[config.mk]
export PLATFORM = sky130hd
export DESIGN_NAME = mem_port_arbiter
export DESIGN_NICKNAME = d
export VERILOG_FILES = /design/src/rtl/mem_port_arbiter.sv
export SDC_FILE = /design/constraint.sdc
export NUM_CORES = 1
export LEC_CHECK = 0
export ABC_AREA = 1
export CAP_MARGIN = 25
export CELL_PAD_IN_SITES_DETAIL_PLACEMENT = 1
export CELL_PAD_IN_SITES_GLOBAL_PLACEMENT = 1
export CORE_MARGIN = 2
export CORE_UTILIZATION = 11
export DETAILED_ROUTE_END_ITERATION = 8
export HOLD_SLACK_MARGIN = 0.06
export PLACE_DENSITY_LB_ADDON = 0.1
export SKIP_CTS_REPAIR_TIMING = 1
export SLEW_MARGIN = 20
export SYNTH_ARGS = -nofsm -noshare
export SYNTH_HDL_FRONTEND = slang
export SYNTH_SLANG_ARGS = --single-unit
export TNS_END_PERCENT = 10
[constraint.sdc]
create_clock -name clk -period 2 [get_ports clk]
set_clock_uncertainty 0.1 [all_clocks]
set_input_delay 0.6 -clock clk [delete_from_list [all_inputs] [get_ports clk]]
set_output_delay 0.6 -clock clk [all_outputs]
set_load 0.1 [all_outputs]
[src/rtl/mem_port_arbiter.sv]
// mem_port_arbiter: shares one downstream read port and one downstream write
// port between an instruction-fetch read requester and a data read/write
// requester. A registered grant spends one IDLE arbitration cycle per
// transaction. Writes win over data reads, data wins over fetch, and a
// starvation counter forces a fetch grant after STARVE_LIMIT data grants.
// Optional build macro: ARB_PERF_CNT_EN adds grant and conflict counters.
module mem_port_arbiter #(
  parameter int unsigned STARVE_LIMIT = 4
) (
  input  logic        clk,
  input  logic        aresetn,
  // fetch read port
  input  logic        if_rdata_en,
  input  logic [31:0] if_rdata_addr,
  output logic [31:0] if_rdata,
  output logic        if_rdata_stall,
  // data read port
  input  logic        d_rdata_en,
  input  logic [31:0] d_rdata_addr,
  output logic [31:0] d_rdata,
  output logic        d_rdata_stall,
  // data write port
  input  logic        d_wdata_en,
  input  logic [31:0] d_wdata_addr,
  input  logic [3:0]  d_wdata_byte_en,
  input  logic [31:0] d_wdata,
  output logic        d_wdata_stall,
  // shared downstream read port
  output logic        m_rdata_en,
  output logic [31:0] m_rdata_addr,
  input  logic [31:0] m_rdata,
  input  logic        m_rdata_stall,
  // shared downstream write port
  output logic        m_wdata_en,
  output logic [31:0] m_wdata_addr,
  output logic [3:0]  m_wdata_byte_en,
  output logic [31:0] m_wdata,
`ifdef ARB_PERF_CNT_EN
  output logic [31:0] perf_if_gnt,
  output logic [31:0] perf_d_gnt,
  output logic [31:0] perf_conflict,
`else
`endif
  input  logic        m_wdata_stall
);

  localparam int unsigned CW = $clog2(STARVE_LIMIT + 1);
  localparam logic [CW-1:0] LIMIT_C = CW'(STARVE_LIMIT);

  typedef enum logic [1:0] {IDLE, GNT_IF, GNT_DR, GNT_DW} state_t;

  state_t        state_q, state_nxt;
  logic [CW-1:0] starve_cnt;

  // Grant register; asynchronous clear drops any grant at once.
  // NOTE: sequential state uses non-blocking assignments so every flop
  // samples pre-edge values regardless of block ordering.
  always_ff @(posedge clk or negedge aresetn) begin
    if (!aresetn) state_q <= IDLE;
    else          state_q <= state_nxt;
  end

  // Next-grant selection and port steering for the current grant.
  // NOTE: every output gets a default first, so no path leaves a variable
  // unassigned and no latch is inferred.
  always_comb begin
    state_nxt       = state_q;
    m_rdata_en      = 1'b0;
    m_rdata_addr    = '0;
    m_wdata_en      = 1'b0;
    m_wdata_addr    = '0;
    m_wdata_byte_en = '0;
    m_wdata         = '0;
    if_rdata        = '0;
    d_rdata         = '0;
    // a waiting requester stalls only while it is actually asking
    if_rdata_stall  = if_rdata_en;
    d_rdata_stall   = d_rdata_en;
    d_wdata_stall   = d_wdata_en;

    unique case (state_q)
      IDLE: begin
        if (if_rdata_en && starve_cnt == LIMIT_C) state_nxt = GNT_IF;
        else if (d_wdata_en)                      state_nxt = GNT_DW;
        else if (d_rdata_en)                      state_nxt = GNT_DR;
        else if (if_rdata_en)                     state_nxt = GNT_IF;
      end
      GNT_IF: begin
        m_rdata_en     = if_rdata_en;
        m_rdata_addr   = if_rdata_addr;
        if_rdata       = m_rdata;
        if_rdata_stall = m_rdata_stall;
        // completion or flush (en dropped) both release the grant
        if (!if_rdata_en || !m_rdata_stall) state_nxt = IDLE;
      end
      GNT_DR: begin
        m_rdata_en    = d_rdata_en;
        m_rdata_addr  = d_rdata_addr;
        d_rdata       = m_rdata;
        d_rdata_stall = m_rdata_stall;
        if (!d_rdata_en || !m_rdata_stall) state_nxt = IDLE;
      end
      GNT_DW: begin
        m_wdata_en      = d_wdata_en;
        m_wdata_addr    = d_wdata_addr;
        m_wdata_byte_en = d_wdata_byte_en;
        m_wdata         = d_wdata;
        d_wdata_stall   = m_wdata_stall;
        if (!d_wdata_en || !m_wdata_stall) state_nxt = IDLE;
      end
      default: state_nxt = IDLE;
    endcase
  end

  // Starvation counter: counts data grants taken while fetch waits, saturating.
  always_ff @(posedge clk or negedge aresetn) begin
    if (!aresetn) begin
      starve_cnt <= '0;
    end else if (state_q == IDLE) begin
      if (state_nxt == GNT_IF) begin
        starve_cnt <= '0;
      end else if ((state_nxt == GNT_DR || state_nxt == GNT_DW) &&
                   if_rdata_en && starve_cnt != LIMIT_C) begin
        starve_cnt <= starve_cnt + CW'(1);
      end
    end
  end

`ifdef ARB_PERF_CNT_EN
  // Performance counters: grant entries per requester and contended IDLE cycles.
  always_ff @(posedge clk or negedge aresetn) begin
    if (!aresetn) begin
      perf_if_gnt   <= '0;
      perf_d_gnt    <= '0;
      perf_conflict <= '0;
    end else if (state_q == IDLE) begin
      if (state_nxt == GNT_IF)
        perf_if_gnt <= perf_if_gnt + 32'd1;
      if (state_nxt == GNT_DR || state_nxt == GNT_DW)
        perf_d_gnt <= perf_d_gnt + 32'd1;
      if (if_rdata_en && (d_rdata_en || d_wdata_en))
        perf_conflict <= perf_conflict + 32'd1;
    end
  end
`else
  // Performance counters are not present in this build.
`endif

endmodule
==> results of run 1 <==
==> cell usage after synthesis <==
master    count  area share (%)
nand3_1       4            0.99
nand2_2       6             1.9
a21boi_0      1            0.37
buf_1        10             1.9
dfrtp_1       5             6.2
a21oi_1      35             8.7
nand3_2       1            0.50
o21ai_0       3            0.74
nor2_2        1            0.31
nor2_1        6             1.1
nand3_4       1            0.87
buf_2         5             1.2
mux2_2        1            0.56
a21oi_4       1            0.81
ha_1          7             4.3
nand2_1     212              39
buf_4         1            0.37
clkbuf_1      9             1.7
inv_2         2            0.37
nand2_4       3             1.7
inv_1       140              26
==> final timing paths <==
kind / start / depth (start not counted) / end / slack, ps
max reg2reg: state_q[0] / 13 / starve_cnt[1] / 0
max: state_q[0] / 6 / m_rdata_addr[30] / -370
min: starve_cnt[1] / 2 / starve_cnt[1] / 450
min in group asynchronous: aresetn / 1 / state_q[1] / 500
max in group asynchronous: aresetn / 1 / state_q[0] / 1090
min reg2reg: starve_cnt[1] / 2 / starve_cnt[1] / 450
==> critical path, cell delays in order, from the launching register on <==
cell	delay (ps)
dfrtp_2	420
inv_4	60
ha_1	330
inv_4	80
buf_12	170
a21oi_4	170
buf_12	200
==> metal layers <==
metal	GRT usage [%]	up-vias	wire length (microns)
met1	14.9	1841	5760
li1	-	1969	-
met4	3.51	0	238
met3	3.03	12	1080
met2	31.8	174	9470
met5	0	-	0
==> power breakdown <==
part           internal, mW  switching, mW  total (mW)
clock network         0.265         0.0701       0.335
registers             0.153         0.0575       0.210
logic                  5.18           9.58        14.8
total                  5.60           9.71        15.3
==> logic make-up after synthesis <==
group / synth area share (%)
buf+inv: 31.6
fa+ha+maj: 4.34
flops: 6.20
mux: 0.558
simple gates: 46.7
compound gates: 10.6
==> per-stage QoR <==
step,std cells,instance area (sq um)
2_1_floorplan,454,2720
3_3_place_gp,1031,8300
3_5_place_dp,1031,8300
4_1_cts,1035,8380
5_1_grt,1041,8760
6_report,1041,8760
==> flip-flops by register name (all words and copies together), names as in the netlist <==
name        count
starve_cnt      3
state_q         2
==> cell usage in the layout (no fill, tap or decap), drive strengths merged <==
| cell type | count |
|---|---|
| ha | 7 |
| dfrtp | 5 |
| inv | 74 |
| nand3 | 6 |
| nand2 | 221 |
| o21ai | 3 |
| mux2 | 1 |
| clkbuf | 10 |
| a21oi | 36 |
| clkdlybuf4s50 | 170 |
| buf | 203 |
| clkinvlp | 68 |
| nor2 | 7 |
| a21boi | 1 |
==> cell type report <==
class,instances,share of cell area [%]
Clock buffer,4,0.900
Inverter,142,9.06
Multi-Input combinational cell,282,21.0
Sequential cell,5,1.46
Timing Repair Buffer,379,64.3
Tap cell,229,3.27
==> impl_metrics.prom, run 1 <==
# TYPE chip_impl_metric gauge
chip_impl_metric{name="dpl_worst_slack",unit="ps"} -319
chip_impl_metric{name="slew_limit_headroom",unit="%"} 79.0
chip_impl_metric{name="gate_count_of_the_mapped_netlist",unit=""} 454
chip_impl_metric{name="yosys_warnings",unit=""} 0
chip_impl_metric{name="footprint_of_the_multi_input_gates",unit="sq um"} 1840
chip_impl_metric{name="io-pin-count",unit=""} 340
chip_impl_metric{name="grt_first_pass_wirelength",unit="microns"} 23600
chip_impl_metric{name="core_area",unit="sq um"} 18000
chip_impl_info{name="failed_checks",value="negative setup slack"} 1
chip_impl_info{name="outcome",value="finished with violations"} 1
chip_impl_metric{name="cp_max_fo",unit=""} 9
chip_impl_metric{name="hold_ws",unit="ps"} 447
chip_impl_metric{name="clkSinkCount",unit=""} 5
chip_impl_metric{name="max_freq",unit="GHz"} 0.421
chip_impl_metric{name="die-area",unit="sq um"} 19400
chip_impl_metric{name="clkTransAtPathRegs",unit="ps"} 30
chip_impl_info{name="tritoncts_clock_tree",value="built"} 1
chip_impl_metric{name="post-route-period-util",unit="%"} 119
chip_impl_metric{name="dp_hpwl",unit="microns"} 13900
chip_impl_metric{name="routed-via-count",unit=""} 3996
chip_impl_metric{name="p_total",unit="mW"} 15.3
chip_impl_metric{name="cts-root-to-sink-buffers",unit=""} 2
chip_impl_metric{name="route.detailed.drc",unit=""} 0
chip_impl_metric{name="drv.max_cap_violation_count",unit=""} 0
chip_impl_metric{name="grt_overall_usage",unit="%"} 15.2
chip_impl_metric{name="num-nets-final",unit=""} 991
chip_impl_metric{name="finalWeightedCongestion",unit=""} 0.793
chip_impl_metric{name="antenna-diode-count",unit=""} 0
chip_impl_metric{name="post_syn_nets",unit=""} 632
chip_impl_metric{name="finalCoreUtilization",unit="%"} 48.8
chip_impl_metric{name="drt_first_pass_iters",unit=""} 4
chip_impl_metric{name="timing_worst_slew_pin_value",unit="ps"} 313
chip_impl_metric{name="regArea",unit="sq um"} 128
chip_impl_metric{name="synth.avg_cell_area",unit="sq um"} 4.45
chip_impl_metric{name="grt_antenna_before_repair",unit=""} 0
chip_impl_metric{name="floorplan.rows",unit=""} 49
chip_impl_metric{name="start_util",unit="%"} 11.2
chip_impl_metric{name="clkLatencyLatePin",unit="ps"} 230
chip_impl_metric{name="finalWirelength",unit="microns"} 16600
chip_impl_metric{name="netlist_area",unit="sq um"} 2020
chip_impl_metric{name="drive_above_1_share",unit="%"} 51.8
chip_impl_metric{name="timing.critical_path.required",unit="ps"} 1300
chip_impl_metric{name="grt_pass1_vias",unit=""} 4285
chip_impl_metric{name="grt_overflow_total",unit=""} 0
chip_impl_metric{name="cp_data_arrival_time",unit="ps"} 1670
chip_impl_metric{name="aggregate_negative_setup_slack",unit="ps"} -46180
chip_impl_metric{name="cts_buffer_count",unit=""} 3
chip_impl_info{name="path_class",value="register to output pin"} 1
chip_impl_metric{name="vias_per_cell",unit=""} 3.84
chip_impl_info{name="hold_path.class",value="register to register"} 1
chip_impl_metric{name="htree_levels",unit=""} 1
chip_impl_metric{name="largest_net_degree_at_the_start_of_global_routing",unit=""} 39
chip_impl_metric{name="drtAntennaViolNets",unit=""} 0
chip_impl_info{name="cts_root_buf",value="clkbuf_16"} 1
chip_impl_metric{name="worst_slack",unit="ps"} -374
chip_impl_metric{name="postSynthRegisterBits",unit=""} 5
chip_impl_metric{name="port_buffers",unit=""} 339
chip_impl_metric{name="drt-initial-drc-count",unit=""} 67
chip_impl_metric{name="vdd.ir_drop.worst",unit="uV"} 925
chip_impl_metric{name="syn_to_final_growth",unit="%"} 334
chip_impl_metric{name="synth_cell_type_count",unit=""} 21
chip_impl_metric{name="avgRoutedWirePerCell",unit="microns"} 15.9
chip_impl_metric{name="leakage_power",unit="nW"} 3.54
chip_impl_metric{name="final-max-slew-violation-count",unit=""} 0
chip_impl_metric{name="fill_cell_instance_count_of_the_final_layout",unit=""} 2013
chip_impl_metric{name="synth.yosys.seq_area_share",unit="%"} 6.20
chip_impl_info{name="setup.worst_path.start_class",value="register"} 1
chip_impl_metric{name="report.final.hold_viol_count",unit=""} 0
chip_impl_info{name="worst_setup_path_end_kind",value="output pin"} 1
chip_impl_metric{name="pwr_density_cell",unit="nW/um^2"} 1750
chip_impl_metric{name="die-width",unit="microns"} 139
chip_impl_info{name="unrepaired_setup_endpoints_after_global_routing",value="true"} 1
chip_impl_metric{name="fp.dieH",unit="microns"} 139
chip_impl_metric{name="setup_violations",unit=""} 169
chip_impl_metric{name="layout_min_cycle_time",unit="ps"} 2370
Note: power is estimated with default switching activity, not from simulation.
==> run 2, diff against run 1 <==
- CELL_PAD_IN_SITES_DETAIL_PLACEMENT: 1 -> 0
- CORE_MARGIN: 2 -> default
- SETUP_SLACK_MARGIN: default -> 0.05
==> run 2 against run 1 <==
Net effect: the run still ends with negative setup slack left; die area is 2.8% lower; core utilization is 0.77 points lower; final cell count is 0.29% lower; cell area is 1.6% lower; flip-flop and latch count stayed put; sequential share of layout area hardly changed; critical path depth is 1 higher; register-to-register slack hardly changed; sequential power is 5% lower; fmax is 1.4% higher; via count is 2.7% lower; critical endpoint is now if_rdata[10].
==> impl_metrics.prom, run 2 (synthesized netlist as in run 1, its figures left out) <==
# TYPE chip_impl_metric gauge
chip_impl_metric{name="regArea",unit="sq um"} 126
chip_impl_metric{name="htree_levels",unit=""} 1
chip_impl_metric{name="post-route-period-util",unit="%"} 117
chip_impl_metric{name="finalWeightedCongestion",unit=""} 0.801
chip_impl_metric{name="dp_hpwl",unit="microns"} 12800
chip_impl_metric{name="fill_cell_instance_count_of_the_final_layout",unit=""} 1708
chip_impl_metric{name="die-area",unit="sq um"} 18900
chip_impl_metric{name="grt_overflow_total",unit=""} 0
chip_impl_metric{name="floorplan.rows",unit=""} 49
chip_impl_metric{name="syn_to_final_growth",unit="%"} 327
chip_impl_metric{name="fp.dieH",unit="microns"} 137
chip_impl_metric{name="io-pin-count",unit=""} 340
chip_impl_metric{name="hold_ws",unit="ps"} 445
chip_impl_metric{name="leakage_power",unit="nW"} 3.42
chip_impl_metric{name="number_of_flip_flops_under_the_largest_register_name",unit=""} 3
chip_impl_info{name="reg_top3",value="starve_cnt (3), state_q (2)"} 1
chip_impl_metric{name="pwr_density_cell",unit="nW/um^2"} 1740
chip_impl_info{name="commonest_cells_after_routing_fill_and_taps_aside",value="buf_12 (179), nand2_1 (176), clkdlybuf4s50_1 (168), clkinvlp_4 (68), inv_2 (64)"} 1
chip_impl_info{name="path_class",value="register to output pin"} 1
chip_impl_metric{name="core_area",unit="sq um"} 18000
chip_impl_metric{name="drive_above_1_share",unit="%"} 53.4
chip_impl_metric{name="clkSinkCount",unit=""} 5
chip_impl_metric{name="num-nets-final",unit=""} 988
chip_impl_info{name="worst_setup_path_end_kind",value="output pin"} 1
chip_impl_metric{name="cts_buffer_count",unit=""} 3
chip_impl_metric{name="worst_slack",unit="ps"} -341
chip_impl_metric{name="grt_overall_usage",unit="%"} 14.3
chip_impl_info{name="outcome",value="finished with violations"} 1
chip_impl_metric{name="drt-initial-drc-count",unit=""} 51
chip_impl_metric{name="cp_data_arrival_time",unit="ps"} 1640
chip_impl_metric{name="die-width",unit="microns"} 137
chip_impl_metric{name="finalCoreUtilization",unit="%"} 48.0
chip_impl_metric{name="setup.reg_to_reg.worst_slack",unit="ps"} 0
chip_impl_metric{name="cts-root-to-sink-buffers",unit=""} 2
chip_impl_metric{name="grt_pass1_vias",unit=""} 3840
chip_impl_metric{name="antenna-diode-count",unit=""} 0
chip_impl_metric{name="drv.max_cap_violation_count",unit=""} 0
chip_impl_info{name="final_common_cell",value="buf_12"} 1
chip_impl_metric{name="max_freq",unit="GHz"} 0.427
chip_impl_metric{name="slew_limit_headroom",unit="%"} 81.2
chip_impl_info{name="tritoncts_clock_tree",value="built"} 1
chip_impl_info{name="largest-register",value="starve_cnt"} 1
chip_impl_metric{name="route.detailed.drc",unit=""} 0
chip_impl_metric{name="avgRoutedWirePerCell",unit="microns"} 14.2
chip_impl_metric{name="setup_violations",unit=""} 171
chip_impl_metric{name="vias_per_cell",unit=""} 3.75
chip_impl_metric{name="timing_worst_slew_pin_value",unit="ps"} 281
chip_impl_info{name="failed_checks",value="negative setup slack"} 1
chip_impl_metric{name="timing.critical_path.required",unit="ps"} 1300
chip_impl_metric{name="routed-via-count",unit=""} 3888
chip_impl_metric{name="cp_max_fo",unit=""} 14
chip_impl_metric{name="report.final.hold_viol_count",unit=""} 0
chip_impl_metric{name="largest_net_degree_at_the_start_of_global_routing",unit=""} 40
chip_impl_metric{name="vdd.ir_drop.worst",unit="uV"} 1070
chip_impl_metric{name="port_buffers",unit=""} 339
chip_impl_info{name="setup.worst_path.start_class",value="register"} 1
chip_impl_metric{name="clkTransAtPathRegs",unit="ps"} 30
chip_impl_metric{name="clkLatencyLatePin",unit="ps"} 220
chip_impl_info{name="hold_path.class",value="register to register"} 1
chip_impl_metric{name="drtAntennaViolNets",unit=""} 0
chip_impl_metric{name="finalWirelength",unit="microns"} 14700
chip_impl_metric{name="grt_antenna_before_repair",unit=""} 0
chip_impl_metric{name="drt_first_pass_iters",unit=""} 4
chip_impl_metric{name="final-max-slew-violation-count",unit=""} 0
chip_impl_metric{name="start_util",unit="%"} 11.2
chip_impl_metric{name="layout_min_cycle_time",unit="ps"} 2340
chip_impl_info{name="unrepaired_setup_endpoints_after_global_routing",value="true"} 1
chip_impl_metric{name="grt_first_pass_wirelength",unit="microns"} 20900
chip_impl_info{name="cts_root_buf",value="clkbuf_16"} 1
chip_impl_metric{name="footprint_of_the_multi_input_gates",unit="sq um"} 1780
-- run 2: cell count changes in the layout (fill, tap and decap cells not counted), sizes merged --
cell and change:
buf +1, clkdlybuf4s50 -2, dlymetal6s2s +2, clkbuf -4
-- run 2: final timing paths --
kind | start | end | depth (start not counted)
worst max-delay path | state_q[0] | if_rdata[10] | 7
min in group asynchronous | aresetn | state_q[0] | 1
worst min register to register | starve_cnt[1] | starve_cnt[1] | 2
max in group asynchronous | aresetn | state_q[1] | 1
worst max register to register | state_q[0] | starve_cnt[1] | 15
worst min-delay path | starve_cnt[1] | starve_cnt[1] | 2
-- run 2: cell type report --
| class | instances | share of cell area, % |
|---|---|---|
| Multi-Input combinational cell | 282 | 20.6 |
| Tap cell | 229 | 3.32 |
| Sequential cell | 5 | 1.47 |
| Clock buffer | 4 | 0.914 |
| Timing Repair Buffer | 376 | 64.5 |
| Inverter | 142 | 9.20 |
-- run 2: worst max-delay path: stages, from the launching register on --
cell        delay (ps)
dfrtp_1            380
buf_6              130
ha_4               200
buf_12             140
clkbuf_16          170
nand2_1            110
clkinvlp_4         110
buf_12             170
-- run 2: power by group --
group / total, mW / internal [mW] / switching [mW] / leakage (nW)
clock network: 0.325 / 0.264 / 0.0615 / 0.0382
logic: 14.5 / 5.04 / 9.42 / 3.32
registers: 0.200 / 0.151 / 0.0489 / 0.0628
total: 15.0 / 5.45 / 9.53 / 3.42
-- run 2: stage by stage --
step	power [mW]	worst slack [ps]	TNS, ps	instances	cell area, sq um
finish	15.0	-341	-41030	1038	8620
global route	15.5	-395	-51550	1038	8620
CTS	14.6	-473	-56040	1034	8360
detailed placement	14.2	-308	-23420	1030	8280
global placement	14.2	-311	-22310	1030	8280
floorplan	9.04	-326	-45560	454	2720
-- run 2: metal layers --
metal / track usage (%) / up-vias / wire, microns
met5: 0 / - / 0
met4: 0.916 / 0 / 42
met3: 3.79 / 4 / 1330
met2: 31.1 / 164 / 8690
met1: 13.3 / 1754 / 4640
li1: - / 1966 / -
